--- src/rtl/video_vga_hsync_gen_if.sv ---
// video_vga_hsync_gen_if: control inputs and timing outputs of the VGA line generator.
interface video_vga_hsync_gen_if #(parameter int CW = 10);
  logic [1:0]    modes_raster;
  logic          hsync_pol;
  logic          hsync_start;
  logic [CW-1:0] hcount;
  logic          vga_half;
  logic          vga_hsync;
  logic          scanout_start;
  logic          scanout_end;
  logic          scanout_act;
  logic          locked;
  logic          sync_err;
  modport master (
    output modes_raster, hsync_pol, hsync_start,
    input  hcount, vga_half, vga_hsync, scanout_start, scanout_end, scanout_act, locked, sync_err
  );
  modport slave (
    input  modes_raster, hsync_pol, hsync_start,
    output hcount, vga_half, vga_hsync, scanout_start, scanout_end, scanout_act, locked, sync_err
  );
endinterface

--- src/rtl/video_vga_hsync_gen.sv ---
// video_vga_hsync_gen: VGA line counter (two VGA lines per TV line) with hsync, scanout window and lock tracking.
module video_vga_hsync_gen #(
  parameter int CW          = 10,
  parameter int PERIOD0     = 896,
  parameter int PERIOD1     = 896,
  parameter int PERIOD2     = 896,
  parameter int PERIOD3     = 912,
  parameter int HSYNC_END   = 106,
  parameter int SCANOUT_BEG = 156,
  parameter int SCANOUT_END = 876,
  parameter int RESYNC_LOAD = 2,
  parameter int LOCK_CNT    = 4
) (
  input logic clk,
  input logic rst,
  video_vga_hsync_gen_if.slave bus
);
  localparam int LW = $clog2(LOCK_CNT + 1);
  typedef enum logic [1:0] {UNLOCK, LOCKING, LOCKED} state_t;
  logic [CW-1:0] hcount, period_m1;
  logic          half, s, s_next, hsync_q, ss_q, se_q, sa_q;
  logic          wrap, pre_load, on_time, missed, bad;
  logic          locked_q, err_q, locked_next, err_next;
  state_t        state, state_next;
  logic [LW-1:0] lc, lc_next;
  always_comb begin
    period_m1 = bus.modes_raster == 2'd0 ? CW'(PERIOD0 - 1) :
                bus.modes_raster == 2'd1 ? CW'(PERIOD1 - 1) :
                bus.modes_raster == 2'd2 ? CW'(PERIOD2 - 1) : CW'(PERIOD3 - 1);
    wrap      = hcount >= period_m1;
    pre_load  = hcount == CW'(RESYNC_LOAD - 1) && !half;
    on_time   = bus.hsync_start && pre_load;
    // a line start that should have arrived: the counter is about to step onto the load value itself
    missed    = !bus.hsync_start && !wrap && pre_load;
    bad       = (bus.hsync_start && !on_time) || missed;
    s_next    = hcount == '0 ? 1'b1 : hcount == CW'(HSYNC_END) ? 1'b0 : s;
  end
  always_ff @(posedge clk) begin
    if (rst) begin
      hcount <= '0;
      half   <= 1'b0;
    end else if (bus.hsync_start) begin
      hcount <= CW'(RESYNC_LOAD);
      half   <= 1'b0;
    end else if (wrap) begin
      hcount <= '0;
      half   <= ~half;
    end else begin
      hcount <= hcount + 1'b1;
    end
  end
  always_ff @(posedge clk) begin
    if (rst) begin
      s       <= 1'b0;
      hsync_q <= bus.hsync_pol;
      ss_q    <= 1'b0;
      se_q    <= 1'b0;
      sa_q    <= 1'b0;
    end else begin
      s       <= s_next;
      hsync_q <= s_next ^ bus.hsync_pol;
      ss_q    <= hcount == CW'(SCANOUT_BEG);
      se_q    <= hcount == CW'(SCANOUT_END);
      sa_q    <= hcount == CW'(SCANOUT_BEG) ? 1'b1 : hcount == CW'(SCANOUT_END) ? 1'b0 : sa_q;
    end
  end
  always_ff @(posedge clk) begin
    if (rst) begin
      state    <= UNLOCK;
      lc       <= '0;
      locked_q <= 1'b0;
      err_q    <= 1'b0;
    end else begin
      state    <= state_next;
      lc       <= lc_next;
      locked_q <= locked_next;
      err_q    <= err_next;
    end
  end
  always_comb begin
    state_next = state;
    lc_next    = lc;
    if (on_time) begin
      lc_next    = state == LOCKED ? lc : lc + 1'b1;
      state_next = (state == LOCKED || lc + 1'b1 == LW'(LOCK_CNT)) ? LOCKED : LOCKING;
    end else if (bad) begin
      state_next = UNLOCK;
      lc_next    = '0;
    end
  end
  always_comb begin
    locked_next = state_next == LOCKED;
    err_next    = bad && state != UNLOCK;
  end
  assign bus.hcount        = hcount;
  assign bus.vga_half      = half;
  assign bus.vga_hsync     = hsync_q;
  assign bus.scanout_start = ss_q;
  assign bus.scanout_end   = se_q;
  assign bus.scanout_act   = sa_q;
  assign bus.locked        = locked_q;
  assign bus.sync_err      = err_q;
endmodule
--- src/flat_wrapper.sv ---
// flat-port wrapper written by rule: the top's interface ports become plain ports
module video_vga_hsync_gen_flat 
#(
  parameter int CW          = 10,
  parameter int PERIOD0     = 896,
  parameter int PERIOD1     = 896,
  parameter int PERIOD2     = 896,
  parameter int PERIOD3     = 912,
  parameter int HSYNC_END   = 106,
  parameter int SCANOUT_BEG = 156,
  parameter int SCANOUT_END = 876,
  parameter int RESYNC_LOAD = 2,
  parameter int LOCK_CNT    = 4
)
  (clk, rst, bus_modes_raster, bus_hsync_pol, bus_hsync_start, bus_hcount, bus_vga_half, bus_vga_hsync, bus_scanout_start, bus_scanout_end, bus_scanout_act, bus_locked, bus_sync_err);
  video_vga_hsync_gen_if #(.CW(CW)) bus_i ();
  input logic clk;
  input logic rst;
  input wire logic [$bits(bus_i.modes_raster)-1:0] bus_modes_raster;
  input wire logic [$bits(bus_i.hsync_pol)-1:0] bus_hsync_pol;
  input wire logic [$bits(bus_i.hsync_start)-1:0] bus_hsync_start;
  output wire logic [$bits(bus_i.hcount)-1:0] bus_hcount;
  output wire logic [$bits(bus_i.vga_half)-1:0] bus_vga_half;
  output wire logic [$bits(bus_i.vga_hsync)-1:0] bus_vga_hsync;
  output wire logic [$bits(bus_i.scanout_start)-1:0] bus_scanout_start;
  output wire logic [$bits(bus_i.scanout_end)-1:0] bus_scanout_end;
  output wire logic [$bits(bus_i.scanout_act)-1:0] bus_scanout_act;
  output wire logic [$bits(bus_i.locked)-1:0] bus_locked;
  output wire logic [$bits(bus_i.sync_err)-1:0] bus_sync_err;
  assign bus_i.modes_raster = bus_modes_raster;
  assign bus_i.hsync_pol = bus_hsync_pol;
  assign bus_i.hsync_start = bus_hsync_start;
  assign bus_hcount = bus_i.hcount;
  assign bus_vga_half = bus_i.vga_half;
  assign bus_vga_hsync = bus_i.vga_hsync;
  assign bus_scanout_start = bus_i.scanout_start;
  assign bus_scanout_end = bus_i.scanout_end;
  assign bus_scanout_act = bus_i.scanout_act;
  assign bus_locked = bus_i.locked;
  assign bus_sync_err = bus_i.sync_err;
  video_vga_hsync_gen #(.CW(CW), .PERIOD0(PERIOD0), .PERIOD1(PERIOD1), .PERIOD2(PERIOD2), .PERIOD3(PERIOD3), .HSYNC_END(HSYNC_END), .SCANOUT_BEG(SCANOUT_BEG), .SCANOUT_END(SCANOUT_END), .RESYNC_LOAD(RESYNC_LOAD), .LOCK_CNT(LOCK_CNT)) u_core (.clk(clk), .rst(rst), .bus(bus_i));
endmodule
--- config.mk ---
export PLATFORM = sky130hd
export DESIGN_NAME = video_vga_hsync_gen_flat
export DESIGN_NICKNAME = d
export VERILOG_FILES = /design/src/rtl/video_vga_hsync_gen_if.sv /design/src/rtl/video_vga_hsync_gen.sv /design/src/flat_wrapper.sv
export SDC_FILE = /design/constraint.sdc
export NUM_CORES = 1
export LEC_CHECK = 0
export ABC_AREA = 1
export BUFFER_PORTS_ARGS = -buffer_cell sky130_fd_sc_hd__buf_2
export CELL_PAD_IN_SITES_DETAIL_PLACEMENT = 1
export CELL_PAD_IN_SITES_GLOBAL_PLACEMENT = 1
export CORE_UTILIZATION = 39
export DETAILED_ROUTE_END_ITERATION = 8
export PLACE_DENSITY = 0.84
export SKIP_CTS_REPAIR_TIMING = 1
export SLEW_MARGIN = 5
export SYNTH_ARGS = -nofsm -noshare
export SYNTH_HDL_FRONTEND = slang
export SYNTH_SLANG_ARGS = --single-unit
--- constraint.sdc ---
create_clock -name clk -period 2.21 [get_ports clk]
set_clock_uncertainty 0.2 [all_clocks]
set_input_delay 0.3315 -clock clk [delete_from_list [all_inputs] [get_ports clk]]
set_output_delay 0.3315 -clock clk [all_outputs]
set_load 0.1 [all_outputs]
Word level (Yosys, flattened, before mapping):

Index checks and enable logic that the tools add are counted.

* register bits after elaboration: 23
* input bits: 6
* output and inout port bits: 17
* word-level logic and storage cells: 63

* add/subtract/negate cells: 2
* order comparisons: 1
* eq/ne operators: 10
* multiplexer cells: 16
* bitwise logic cells: 2
* reductions and logical operators: 20

Operators by type and width (number)
* $mux W10: 2
* $add A10 B1 Y10 const B: 1
* $eq A10 B1 Y1 const B: 1
* $eq A10 B10 Y1 const B: 1
* $eq A10 B7 Y1 const B: 1
* $eq A10 B8 Y1 const B: 1
* $ge A10 B10 Y1: 1
* $logic_not A10 Y1: 1
* $mux W2: 5
* $mux W3: 3
* $mux W8: 1
* $eq A2 B2 Y1 const B: 3
* $logic_and A1 B1 Y1: 6
* $reduce_bool A2 Y1: 3
* $mux W1: 5
* $logic_not A1 Y1: 4
* $add A3 B1 Y3 const B: 1
* $eq A3 B3 Y1 const B: 1
* $reduce_or A3 Y1: 1
* $eq A2 B1 Y1 const B: 1
* $logic_not A2 Y1: 1
* $logic_or A1 B1 Y1: 2
* $ne A2 B2 Y1 const B: 1
* $reduce_and A2 Y1: 1
* other kinds (3): 3

Depth between registers and ports, before layout:

* depth after elaboration: 12
* gate-level depth with buffers: 12

Least setup slack after synthesis:

OpenSTA, ideal clock, no wires.

* path kind: reg-to-reg
* start: register u_core.hcount[7] (netlist: u_core.bus.hcount[7])
* end: register u_core.hcount[2] (netlist: u_core.bus.hcount[2])
* arrival time: 2.059 ns
* required time: 1.939 ns
* setup slack: -0.120 ns
* stages on the path, launching flop included: 9
* cell sequence: dfxtp_1 ha_1 nand2_1 inv_1 o21ai_0 o21ai_1 inv_1 nand3_2 a21oi_1

* longest elaborated chain between the ends: 2

Ends and longest elaborated chain
* start: declaration: line video_vga_hsync_gen.sv:20 `logic [CW-1:0] hcount, period_m1;`
* start signal: assignment: line video_vga_hsync_gen.sv:43 `hcount <= CW'(RESYNC_LOAD);`
* start signal: assignment: line video_vga_hsync_gen.sv:49 `hcount <= hcount + 1'b1;`
* $ge A10 B10 Y1: line video_vga_hsync_gen.sv:30 `wrap = hcount >= period_m1;`
* $reduce_or A3 Y1 (no line)

No other way between the ends.
A chain may end at the register's enable or synchronous reset.

Worst setup path after layout:

* start: register u_core.hcount[4] (netlist: u_core.bus.hcount[4])
* end: output bus_hcount[4]

RTL lines
* end: declaration: line flat_wrapper.sv:22 `output wire logic [$bits(bus_i.hcount)-1:0] bus_hcount;`

No word-level cell between the ends.

==> out/metrics.cfg <==
[status]
status=completed

[route]
drtPass1Iterations=4
ant_nets=0
drt_iter0_drc=15
routed_via_density=4.77
drt_wl_total_um=2990
num_vias=1140
wl_per_cell_um=12.5
wl_met2_um=1500
top_layer=met4
drc=0
met1_length_um=1390
wl_met3_um=73

[timing]
timing.fmax_ghz=0.520
period_share=0.870
finalSetupViolations=0
rsz0062_at_grt=false
maxSlewHeadroom=0.675
fin_crit_ns=1.92
worst_pin_slew_ns=0.490
finalSetupTns_ns=0
finalHoldViolations=0
drv_slew=0
setup_ws_ns=0.287

[floorplan]
coreArea_um2=3080
die_h_um=59.2
pin_count=23
die_w_um=59.2
start_util=0.415
rows=20
die-area_um2=3510

[hold_path]
holdPathEnd=u_core.bus.vga_hsync$_DFF_P_
hp-class=in2reg
hold_start=bus_hsync_pol
hold_path_depth=3

[layout]
fin_area_um2=1480
registers.top_by_ff_count=u_core.bus.hcount
num_antenna_cells=0
largest_reg_flops=10
drive_gt1_frac=0.277
largestRegisters=u_core.bus.hcount: 10 flops, u_core.lc: 3 flops, u_core.state: 2 flops
fin_nets=212
area_growth_pct=15.5
fin_util=0.479

[setup_path]
worstReg2RegStart=u_core.bus.hcount[7]$_SDFF_PP0_
worstSetupStartpointType=flop
worst_ep_arrival_time_ns=1.39
worstPathMaxFanout=8
reg2reg_to=u_core.bus.hcount[2]$_SDFF_PP0_
cpMaxStageDelayCell=dfxtp_1
worstSetupPathType=reg2out
crit_path_max_incr_delay_ns=0.57
crit_chain=buf_2
critical_path_required_ns=1.68
ff2ff_path_depth=8
rrSetupSlack_ns=0.42
crit_buf_inv=1
cp_top_family=flip-flops
critPathCaptureType=output port

[placed_design]
io_buffers=22
dpl.hpwl_um=2460
place_ws_ns=0.372
gp_congestion=0.761
dpl_cell_area_um2=1450

[global_routing]
grt_max_degree=14
grtUsageTotal=0.192
grt_pass1_wl_um=5050
grt_pass1_vias=1154
antenna_found_initial=0
grt_remaining_overflow=0

[cts]
cts_root_buf=clkbuf_4
clkLatencyLatePin_ns=0.31
numCtsBuffers=3
cts.path.max_buffers=2
tritoncts=yes
clk_pin_slew_ns=0.13
cts.sinks=23
htreeDepth=1

[synthesis]
syn-cell-area_um2=1280
synth_top_area_share=0.360
synth-seq-area-share=0.360
syn_nets=185
synth_area_leaders=dfxtp_1 36%, ha_1 9.8%, nand2_1 9.4%, nor2_1 6.5%, inv_1 5.6%
yosys.area.top_type=dfxtp_1
yosysUniqueCellTypes=29
yosysWarningCount=0
ys_ff_latch=23
syn-instance-count=169
avgSynthCellArea_um2=7.56

[power_and_ir_drop]
p_per_area_nw_per_um2=513
p_leak_nw=0.713
vdd_drop_max_uv=326
total_power_w=0.000757

[run]
maxCapViolations=0

==> routing by layer <==
metal	up-vias	GRT usage
met5	-	0
met1	530	0.239
met4	0	0.0612
met3	4	0.0349
li1	585	-
met2	21	0.334
==> worst max path at each step <==
stage | start | endpoint | cells after the start
3_3_place_gp | bus_modes_raster[1] | u_core.bus.hcount[2]$_SDFF_PP0_ | 9
4_1_cts | u_core.bus.hcount[4]$_SDFF_PP0_ | bus_hcount[4] | 1
2_1_floorplan | u_core.bus.hcount[6]$_SDFF_PP0_ | u_core.bus.hcount[2]$_SDFF_PP0_ | 6
3_5_place_dp | bus_modes_raster[1] | u_core.bus.hcount[2]$_SDFF_PP0_ | 11
5_1_grt | u_core.bus.hcount[4]$_SDFF_PP0_ | bus_hcount[4] | 1
6_report | u_core.bus.hcount[4]$_SDFF_PP0_ | bus_hcount[4] | 1
==> cell families (layout without fill, tap and decap cells) <==
family / count (synthesis) / after routing / share of synthesized area
XOR/XNOR: 5 / 5 / 0.0343
adder cells (fa/ha/maj): 10 / 10 / 0.0979
AO/OA/AOI/OAI: 13 / 13 / 0.0539
flip-flops: 23 / 23 / 0.360
buffers and inverters: 22 / 48 / 0.0646
AND/OR/NAND/NOR: 96 / 96 / 0.389
==> cells in the mapped netlist (all sizes together) <==
cell and count:
or2 2, and3 1, nand3b 2, dfxtp 23, nor2 31, nor3 4, xnor2 2, ha 10
and2 1, a31o 1, a21oi 6, inv 20, nand4 2, nand2 39, xor2 3, clkinv 2
o21ai 6, nand3 14
==> metrics by stage <==
stage | hold WS, ns | instances
global route | 0.00413 | 239
detailed placement | 0.280 | 235
floorplan | 0.193 | 169
finish | 0.0139 | 239
CTS | 0.00554 | 239
global placement | 0.271 | 235
==> cells in the final DEF, fill, tap and decap left out, drive strengths merged, types with 3 or more instances in the layout <==
cell type and instances:
xor2 3, nand3 14, o21ai 6, nand2 39
dfxtp 23, nor2 31, clkinv 3, a21oi 6
buf 22, inv 20, nor3 4, clkbuf 3
ha 10
==> layout make-up <==
| class | instances | area (um^2) |
|---|---|---|
| tap | 44 | 55.1 |
| clock buffer | 3 | 22.5 |
| fill | 428 | 1600 |
| multi-input combinational | 124 | 734 |
| inverter | 22 | 82.6 |
| timing repair buffer | 22 | 110 |
| sequential | 23 | 465 |
| clock inverter | 1 | 5.00 |
==> where the power goes <==
part | internal (W) | total [W] | leakage (nW) | switching (W)
Sequential | 0.000426 | 0.000436 | 0.189 | 0.00000962
Clock | 0.0000677 | 0.000202 | 0.0177 | 0.000134
Combinational | 0.0000311 | 0.000119 | 0.507 | 0.0000877
Total | 0.000525 | 0.000757 | 0.713 | 0.000232
(Power assumes the default switching activity.)
